--- src/rtl/clock_pkg.sv ---
// clock_pkg: shared alarm state encoding and time field widths/limits
package clock_pkg;
   typedef enum logic [1:0] {DISARMED, ARMED, RINGING, WAIT} al_state_t;
   localparam int SEC_W = 6;
   localparam int MIN_W = 6;
   localparam int HRS_W = 4;
   localparam logic [SEC_W-1:0] SEC_MAX = 6'd59;
   localparam logic [MIN_W-1:0] MIN_MAX = 6'd59;
   localparam logic [HRS_W-1:0] HRS_MAX = 4'd11;
endpackage

--- src/rtl/tone_divider.sv ---
// tone_divider: square wave toggling every DIV enabled cycles
// Ports: clk; i_en counts one step; i_clr zeroes count and output (wins over i_en); o_out square wave
module tone_divider #(
   parameter int DIV = 5000
) (
   input  logic clk,
   input  logic i_en,
   input  logic i_clr,
   output logic o_out
);
   localparam int CW = $clog2(DIV);
   localparam logic [CW-1:0] LAST = CW'(DIV - 1);
   logic [CW-1:0] r_cnt;
   logic          r_out;
   always_ff @(posedge clk)
      if (i_clr) begin
         r_cnt <= '0;
         r_out <= 1'b0;
      end else if (i_en) begin
         r_cnt <= (r_cnt == LAST) ? '0 : r_cnt + 1'b1;
         r_out <= (r_cnt == LAST) ? ~r_out : r_out;
      end
   assign o_out = r_out;
endmodule

--- src/rtl/timekeeping_controller.sv ---
// timekeeping_controller: time-of-day / alarm registers, alarm FSM and buzzer drive
// Ports: clk, reset (sync, active high); tick_1hz, sec/min/hrs_adj, al_adj, al_toggle one-cycle pulses;
//        seconds/minutes/hours, al_minutes/al_hours time fields; al_on armed, alarm ringing, buzzer_out tone
module timekeeping_controller
   import clock_pkg::*;
#(
   parameter int CLK_HZ       = 31500000,
   parameter int TONE_HZ      = 3150,
   parameter int RING_SECONDS = 60,
   parameter int AL_MIN_STEP  = 10
) (
   input  logic             clk,
   input  logic             reset,
   input  logic             tick_1hz,
   input  logic             sec_adj,
   input  logic             min_adj,
   input  logic             hrs_adj,
   input  logic             al_adj,
   input  logic             al_toggle,
   output logic [SEC_W-1:0] seconds,
   output logic [MIN_W-1:0] minutes,
   output logic [HRS_W-1:0] hours,
   output logic [MIN_W-1:0] al_minutes,
   output logic [HRS_W-1:0] al_hours,
   output logic             al_on,
   output logic             alarm,
   output logic             buzzer_out
);
   localparam int RW = $clog2(RING_SECONDS + 1);
   localparam logic [RW-1:0] RING_LAST = RW'(RING_SECONDS - 1);
   logic [SEC_W-1:0] r_sec;
   logic [MIN_W-1:0] r_min, r_al_min, w_al_sub;
   logic [HRS_W-1:0] r_hrs, r_al_hrs;
   logic [MIN_W:0]   w_al_sum;
   logic [RW-1:0]    r_ring;
   logic             r_al_on, r_alarm, w_carry_m, w_carry_h, w_al_wrap, w_match;
   al_state_t        r_state, w_nxt;
   // Carries come from the tick only; OR-ing them with the adjust caps each field at +1 per cycle
   assign w_carry_m = tick_1hz && (r_sec == SEC_MAX);
   assign w_carry_h = w_carry_m && (r_min == MIN_MAX);
   assign w_al_sum  = {1'b0, r_al_min} + (MIN_W+1)'(AL_MIN_STEP);
   assign w_al_wrap = w_al_sum > {1'b0, MIN_MAX};
   assign w_al_sub  = w_al_sum[MIN_W-1:0] - (MIN_MAX + 1'b1);
   assign w_match   = (r_hrs == r_al_hrs) && (r_min == r_al_min);
   always_ff @(posedge clk)
      if (reset) begin
         r_sec    <= '0;
         r_min    <= '0;
         r_hrs    <= '0;
         r_al_min <= '0;
         r_al_hrs <= '0;
      end else begin
         if (tick_1hz || sec_adj) r_sec <= (r_sec == SEC_MAX) ? '0 : r_sec + 1'b1;
         if (w_carry_m || min_adj) r_min <= (r_min == MIN_MAX) ? '0 : r_min + 1'b1;
         if (w_carry_h || hrs_adj) r_hrs <= (r_hrs == HRS_MAX) ? '0 : r_hrs + 1'b1;
         if (al_adj) r_al_min <= w_al_wrap ? w_al_sub : w_al_sum[MIN_W-1:0];
         if (al_adj && w_al_wrap) r_al_hrs <= (r_al_hrs == HRS_MAX) ? '0 : r_al_hrs + 1'b1;
      end
   always_comb begin
      w_nxt = r_state;
      case (r_state)
         DISARMED: w_nxt = al_toggle ? ARMED : DISARMED;
         ARMED:    w_nxt = al_toggle ? DISARMED : w_match ? RINGING : ARMED;
         RINGING:  w_nxt = al_toggle ? DISARMED : (tick_1hz && r_ring == RING_LAST) ? WAIT : RINGING;
         WAIT:     w_nxt = al_toggle ? DISARMED : w_match ? WAIT : ARMED;
         default:  w_nxt = ARMED;
      endcase
   end
   always_ff @(posedge clk)
      if (reset) begin
         r_state <= ARMED;
         r_al_on <= 1'b1;
         r_alarm <= 1'b0;
         r_ring  <= '0;
      end else begin
         r_state <= w_nxt;
         r_al_on <= w_nxt != DISARMED;
         r_alarm <= w_nxt == RINGING;
         r_ring  <= (r_state != RINGING) ? '0 : r_ring + RW'(tick_1hz);
      end
   // Clear looks at the next state so the buzzer drops on the same edge that leaves RINGING
   tone_divider #(.DIV(CLK_HZ / (2 * TONE_HZ))) u_tone (
      .clk   (clk),
      .i_en  (r_state == RINGING),
      .i_clr (reset || w_nxt != RINGING),
      .o_out (buzzer_out)
   );
   assign seconds    = r_sec;
   assign minutes    = r_min;
   assign hours      = r_hrs;
   assign al_minutes = r_al_min;
   assign al_hours   = r_al_hrs;
   assign al_on      = r_al_on;
   assign alarm      = r_alarm;
endmodule

--- config.mk ---
export PLATFORM = sky130hd
export DESIGN_NAME = timekeeping_controller
export DESIGN_NICKNAME = d
export VERILOG_FILES = /design/src/rtl/clock_pkg.sv /design/src/rtl/tone_divider.sv /design/src/rtl/timekeeping_controller.sv
export SDC_FILE = /design/constraint.sdc
export NUM_CORES = 1
export LEC_CHECK = 0
export CAP_MARGIN = 20
export CORE_ASPECT_RATIO = 1.2
export CORE_UTILIZATION = 58
export DETAILED_ROUTE_END_ITERATION = 16
export PLACE_DENSITY = 0.84
export SYNTH_ARGS = -nofsm -noshare
export SYNTH_HDL_FRONTEND = slang
export SYNTH_SLANG_ARGS = --single-unit
--- constraint.sdc ---
create_clock -name clk -period 6 [get_ports clk]
set_input_delay 1.8 -clock clk [delete_from_list [all_inputs] [get_ports clk]]
set_output_delay 1.8 -clock clk [all_outputs]
set_load 0.01 [all_outputs]
; Word level (Yosys, flattened, before mapping)
; Cells that the tools add are included.
[word_totals]
input_bits = 8
reg_bits = 50
out_inout_bits = 29
word_cells = 62
[classes]
muxes = 14
reduce_logical = 13
n_addsub = 8
eq_ne = 14
bitwise_logic = 1
n_lt_le_gt_ge = 1
[op_table]
columns = operator, n
row1 = $eq A6 B6 Y1 const B, 3
row2 = $mux W6, 3
row3 = $add A13 B1 Y13 const B, 1
row4 = $eq A13 B13 Y1 const B, 1
row5 = $mux W13, 1
row6 = $add A6 B1 Y6 const B, 2
row7 = $mux W2, 5
row8 = $add A4 B1 Y4 const B, 2
row9 = $eq A4 B4 Y1 const B, 2
row10 = $mux W4, 2
row11 = $pmux W2 S4, 1
row12 = $add A6 B4 Y7 const B, 1
row13 = $gt A7 B6 Y1 const B, 1
row14 = $add A6 B1 Y6, 1
row15 = $eq A2 B2 Y1 const B, 3
row16 = $eq A6 B6 Y1, 1
row17 = $sub A6 B6 Y6 const B, 1
row18 = $logic_and A1 B1 Y1, 5
row19 = $eq A4 B4 Y1, 1
row20 = $logic_or A1 B1 Y1, 4
row21 = $ne A2 B2 Y1 const B, 2
row22 = $eq A2 B1 Y1 const B, 1
row23 = $logic_not A2 Y1, 1
row24 = $mux W1, 2
row25 = other kinds (4), 4

; Depth between registers and ports, before layout
[logic_depth]
ltp_word = 7
mapped_depth = 7
mapped_depth_nobuf = 7

; Hierarchy
; A second synthesis with hierarchy kept.
[unflattened]
hier_cells = 295
hier_area_um2 = 2630.0
[modules_own_cells]
columns = mod, instances, seq_area_each_um2, area_per_inst_um2, cells_each
row1 = timekeeping_controller, 1, 700.7, 2008.2, 227
row2 = tone_divider, 1, 280.3, 621.8, 68

; Worst setup path before layout
; No wires, ideal clock.
[synth_path]
path_type = input -> register
startpoint = in al_toggle
endpoint = reg u_tone.r_cnt[10]
slack_ns = 3.130
required_time_ns = 5.936
path_buffers = 0
t_arrival_ns = 2.805
setup_time_ns = 0.064
path_stages = 4
path_cell_list = or3_2 -> o32a_1 -> o21bai_4 -> nor2_1
[synth_between]
elab_chain_len = 4
word_cells_on_any_way = 7
cone_classes = 1 x eq/ne / 5 x mux / 1 x reduce/logical
[synth_rtl]
columns = element, line_no
row1 = from (decl), timekeeping_controller.sv:19  ; input logic al_toggle,
row2 = "$mux W2, or another cell as far along", timekeeping_controller.sv:65  ; WAIT: w_nxt = al_toggle ? DISARMED : w_match ? WAIT : ARMED;
row3 = $pmux W2 S4 (*), timekeeping_controller.sv:61  ; case (r_state)
row4 = $ne A2 B2 Y1 (*), timekeeping_controller.sv:85  ; .i_clr (reset || w_nxt != RINGING),
row5 = $logic_or A1 B1 Y1 (*), timekeeping_controller.sv:85
row6 = to (signal assigned), tone_divider.sv:20  ; r_cnt <= (r_cnt == LAST) ? '0 : r_cnt + 1'b1;
row7 = to (decl), tone_divider.sv:13  ; logic [CW-1:0] r_cnt;
; Every way passes the cells marked *; elsewhere a longest branch is shown, timed or not.
; A chain may end at the register's enable or synchronous reset.

; Worst setup path after layout
[layout_path]
startpoint = in tick_1hz
endpoint = reg u_tone.r_cnt[11]
[layout_between]
elab_chain_len = 6
[layout_rtl]
columns = element, line_no
row1 = from (decl), timekeeping_controller.sv:14  ; input logic tick_1hz,
row2 = $logic_and A1 B1 Y1, timekeeping_controller.sv:64  ; RINGING: w_nxt = al_toggle ? DISARMED : (tick_1hz && r_ring == RING_LAST) ? WAIT : RINGING;
row3 = $mux W1, timekeeping_controller.sv:64
row4 = $mux W2, timekeeping_controller.sv:64
row5 = $pmux W2 S4, timekeeping_controller.sv:61
row6 = $ne A2 B2 Y1, timekeeping_controller.sv:85
row7 = $logic_or A1 B1 Y1, timekeeping_controller.sv:85
; No other way between the ends.

==> key figures <==
GRT
  – Largest net degree at the start of global routing: 33
  – Global routing's busiest layer: met2
  – Initial antenna violation count: 0
  – Met1 Resource Use GR: 0.270
  – Routing usage on met3: 0.0470
  – GR met2 Demand/Resource: 0.430
  – GRT Util Overall: 0.235
  – Global-route wire length before repair: between 8 and 9 mm
  – Vias in the first global route: approximately 2000
  – Total gr overflow: 0

Floorplanning
  – Die ar.: roughly 4700 µm²
  – IO Count: 37
  – Core Area: around 4200 µm²
  – Die height: about 75 µm
  – FP Rows: 26
  – Chip width: about 63 µm
  – Initial Util: 0.604

Timing
  – Setup TNS: 0 ps
  – Minimum clock period: approximately 3300 ps
  – WHS: approximately 510 ps
  – Worst-margin pin slew: around 550 ps
  – Final Hold Fails: 0
  – Final Skew: around 5.8 ps
  – Pins over their slew limit: 0
  – RSZ-0062 raised after global routing: false
  – Setup violators final: 0
  – Max Clock Freq: ~310 MHz
  – Tcrit/Tclk final: 0.545
  – Relative slew slack: 0.630

CTS
  – Cts hold-fix bufs: 0
  – Setup bufs post-CTS: 0
  – CTS tree: built
  – Clock sinks: 49
  – Reg clk slew, reported paths: 100 ps
  – Root Buffer: clkbuf_8
  – Depth of the CTS H-tree: 2
  – Cts bufs inserted: 5
  – Post_cts resized: 0
  – CTS max path bufs: 2
  – Worst-Skew Late Latency: ~310 ps

Setup path
  – CP Launch Point: tick_1hz
  – CP Max Fanout: 10
  – Setup crit end kind: flop
  – Setup Crit Path Kind: primary input to flop
  – Critical path required time: ~6200 ps
  – Worst reg-to-reg setup slack: roughly 3800 ps
  – Reg-to-reg startpoint: al_minutes[1]$_SDFFE_PP0P_
  – CP Launch Type: primary input
  – Arr. time, crit path: 3470 ps

Layout
  – Layout area overhead: 19.8%
  – Area of the multi-input gates: ~1500 µm²
  – Share of cells above drive strength 1: 0.0703
  – Filler instances: 345
  – Final nets: between 300 and 400
  – Antenna Diode Count: 0
  – Storage cell area: just under 1000 µm²

Route
  – Final ANT Viol Nets: 0
  – Routed vias: roughly 2200
  – DR WL/cell: approximately 14 µm
  – Post-Route WL: about 5.2 mm
  – Via/cell ratio: approximately 5.7
  – Number of DRC markers in iteration 0: about 140
  – Remaining DRCs: 0
  – Pre-antenna DRT Iters: 4

Yosys
  – Synth Flop Type: dfxtp_1
  – Seq/Total Area, Yosys: 0.384
  – Top-area cell type share of the netlist area: 0.384
  – Ys async rst share: 0
  – Cells after synthesis: approximately 290
  – Most frequent cells after synthesis: dfxtp_1, nor2_1, nand2_1, xnor2_1, xor2_1
  – Most common cell in the netlist: dfxtp_1
  – Number of synthesized flops with an enable pin: 0
  – Post-synth cell types: 56
  – Synth Register Bits: 49
  – Post-Syn Nets: 308
  – Yosys warns: 0
  – Synth top area cells: dfxtp_1, xnor2_1, nor2_1
  – Synth area leader: dfxtp_1
  – Mapped Avg Cell Area: 8.78 µm²
  – Mapped Area: roughly 2600 µm²

Run status
  – Outcome: finished, final reports clean

Worst hold path
  – Hold Startpoint: r_ring[5]$_SDFF_PP0_
  – Worst Hold Class: flop to flop

Placed design
  – HPWL Detailed: around 3.8 mm
  – Global placement routability congestion: around 0.79
  – PortBufs: 35

Power and ir drop
  – Peak supply drop: between 0.00015 and 0.0002 V
  – PD cells: 243 nW/µm²
  – Leakage power: 1.09 nW

Run
  – Max Cap Viol: 0
registers in the layout, summed over array words and instances (netlist names):
name / count
al_on: 1
al_minutes: 5
r_state: 2
u_tone.o_out: 1
minutes: 6
alarm: 1
u_tone.r_cnt: 13
al_hours: 4
seconds: 6
hours: 4
r_ring: 6
kinds of logic (layout without fill, tap and decap cells):
family	Yosys count	in the layout	synth area share
simple gates	123	123	0.254
compound gates	51	51	0.149
flops	49	49	0.384
xor+xnor	34	34	0.117
buf+inv	19	55	0.0308
fa+ha+maj	9	9	0.0441
mux	5	5	0.0196
other cells	1	1	0.00147
routing by layer:
metal  vias to the layer above  share of wire
met5                         -              0
met4                         0          0.014
met3                         7          0.030
met2                        35           0.52
met1                      1025           0.44
li1                       1097              -
report_power, final:
part           internal [W]  switching [W]
logic             0.0000672      0.0000712
clock network      0.000125       0.000119
registers          0.000339      0.0000227
total              0.000531       0.000213
path summary, 6_finish.rpt:
path / cells after the start / end
max: 6 / u_tone.r_cnt[11]$_SDFFE_PP0P_
min: 2 / r_ring[5]$_SDFF_PP0_
max reg2reg: 6 / al_minutes[3]$_SDFFE_PP0P_
min reg2reg: 2 / r_ring[5]$_SDFF_PP0_
placed cells by master, fill, tap and decap left out, types with 2 or more instances in the layout:
master / netlist / final
dfxtp_1: 49 / 49
nor2_1: 41 / 41
clkdlybuf4s50_1: 0 / 35
nand2_1: 25 / 25
xnor2_1: 18 / 18
xor2_1: 16 / 16
a21oi_1: 15 / 15
inv_1: 11 / 11
nand4_1: 9 / 9
ha_1: 9 / 9
nor3_1: 7 / 7
nand3_1: 7 / 7
o21ai_0: 6 / 6
mux2i_1: 5 / 5
clkbuf_8: 0 / 5
nand2b_1: 4 / 4
nor4_1: 4 / 4
and3_1: 4 / 4
a31oi_1: 3 / 3
o21a_1: 3 / 3
o21bai_1: 3 / 3
and2_1: 3 / 3
or3_1: 3 / 3
nand3b_1: 2 / 2
o32ai_1: 2 / 2
a311o_1: 2 / 2
a2bb2oi_1: 2 / 2
nor4_4: 2 / 2
a311oi_1: 2 / 2
area by class of cell:
class | count | area share
Multi-Input combinational cell | 223 | 0.489
Sequential cell | 49 | 0.321
Inverter | 11 | 0.0135
Timing Repair Buffer | 36 | 0.117
Clock inverter | 3 | 0.0151
Tap cell | 56 | 0.0229
Clock buffer | 5 | 0.0225
through the flow:
step	setup slack (ps)	total power (W)	utilization	std cells	area, µm²
after floorplan	3130	0.000459	-	291	2550
after global placement	2400	0.000501	0.696	375	2950
after detailed placement	2370	0.000506	0.696	375	2950
after CTS	2690	0.000746	0.724	383	3060
after global routing	2580	0.000779	0.724	383	3060
final	2730	0.000744	0.724	383	3060
worst max-delay path: stages:
cell             delay (ps)
clkdlybuf4s50_1         540
nand3_1                  90
nor4_1                  360
o32a_1                  370
o21bai_4                230
nor2_1                   90
Power figures use the tool's default switching activity.
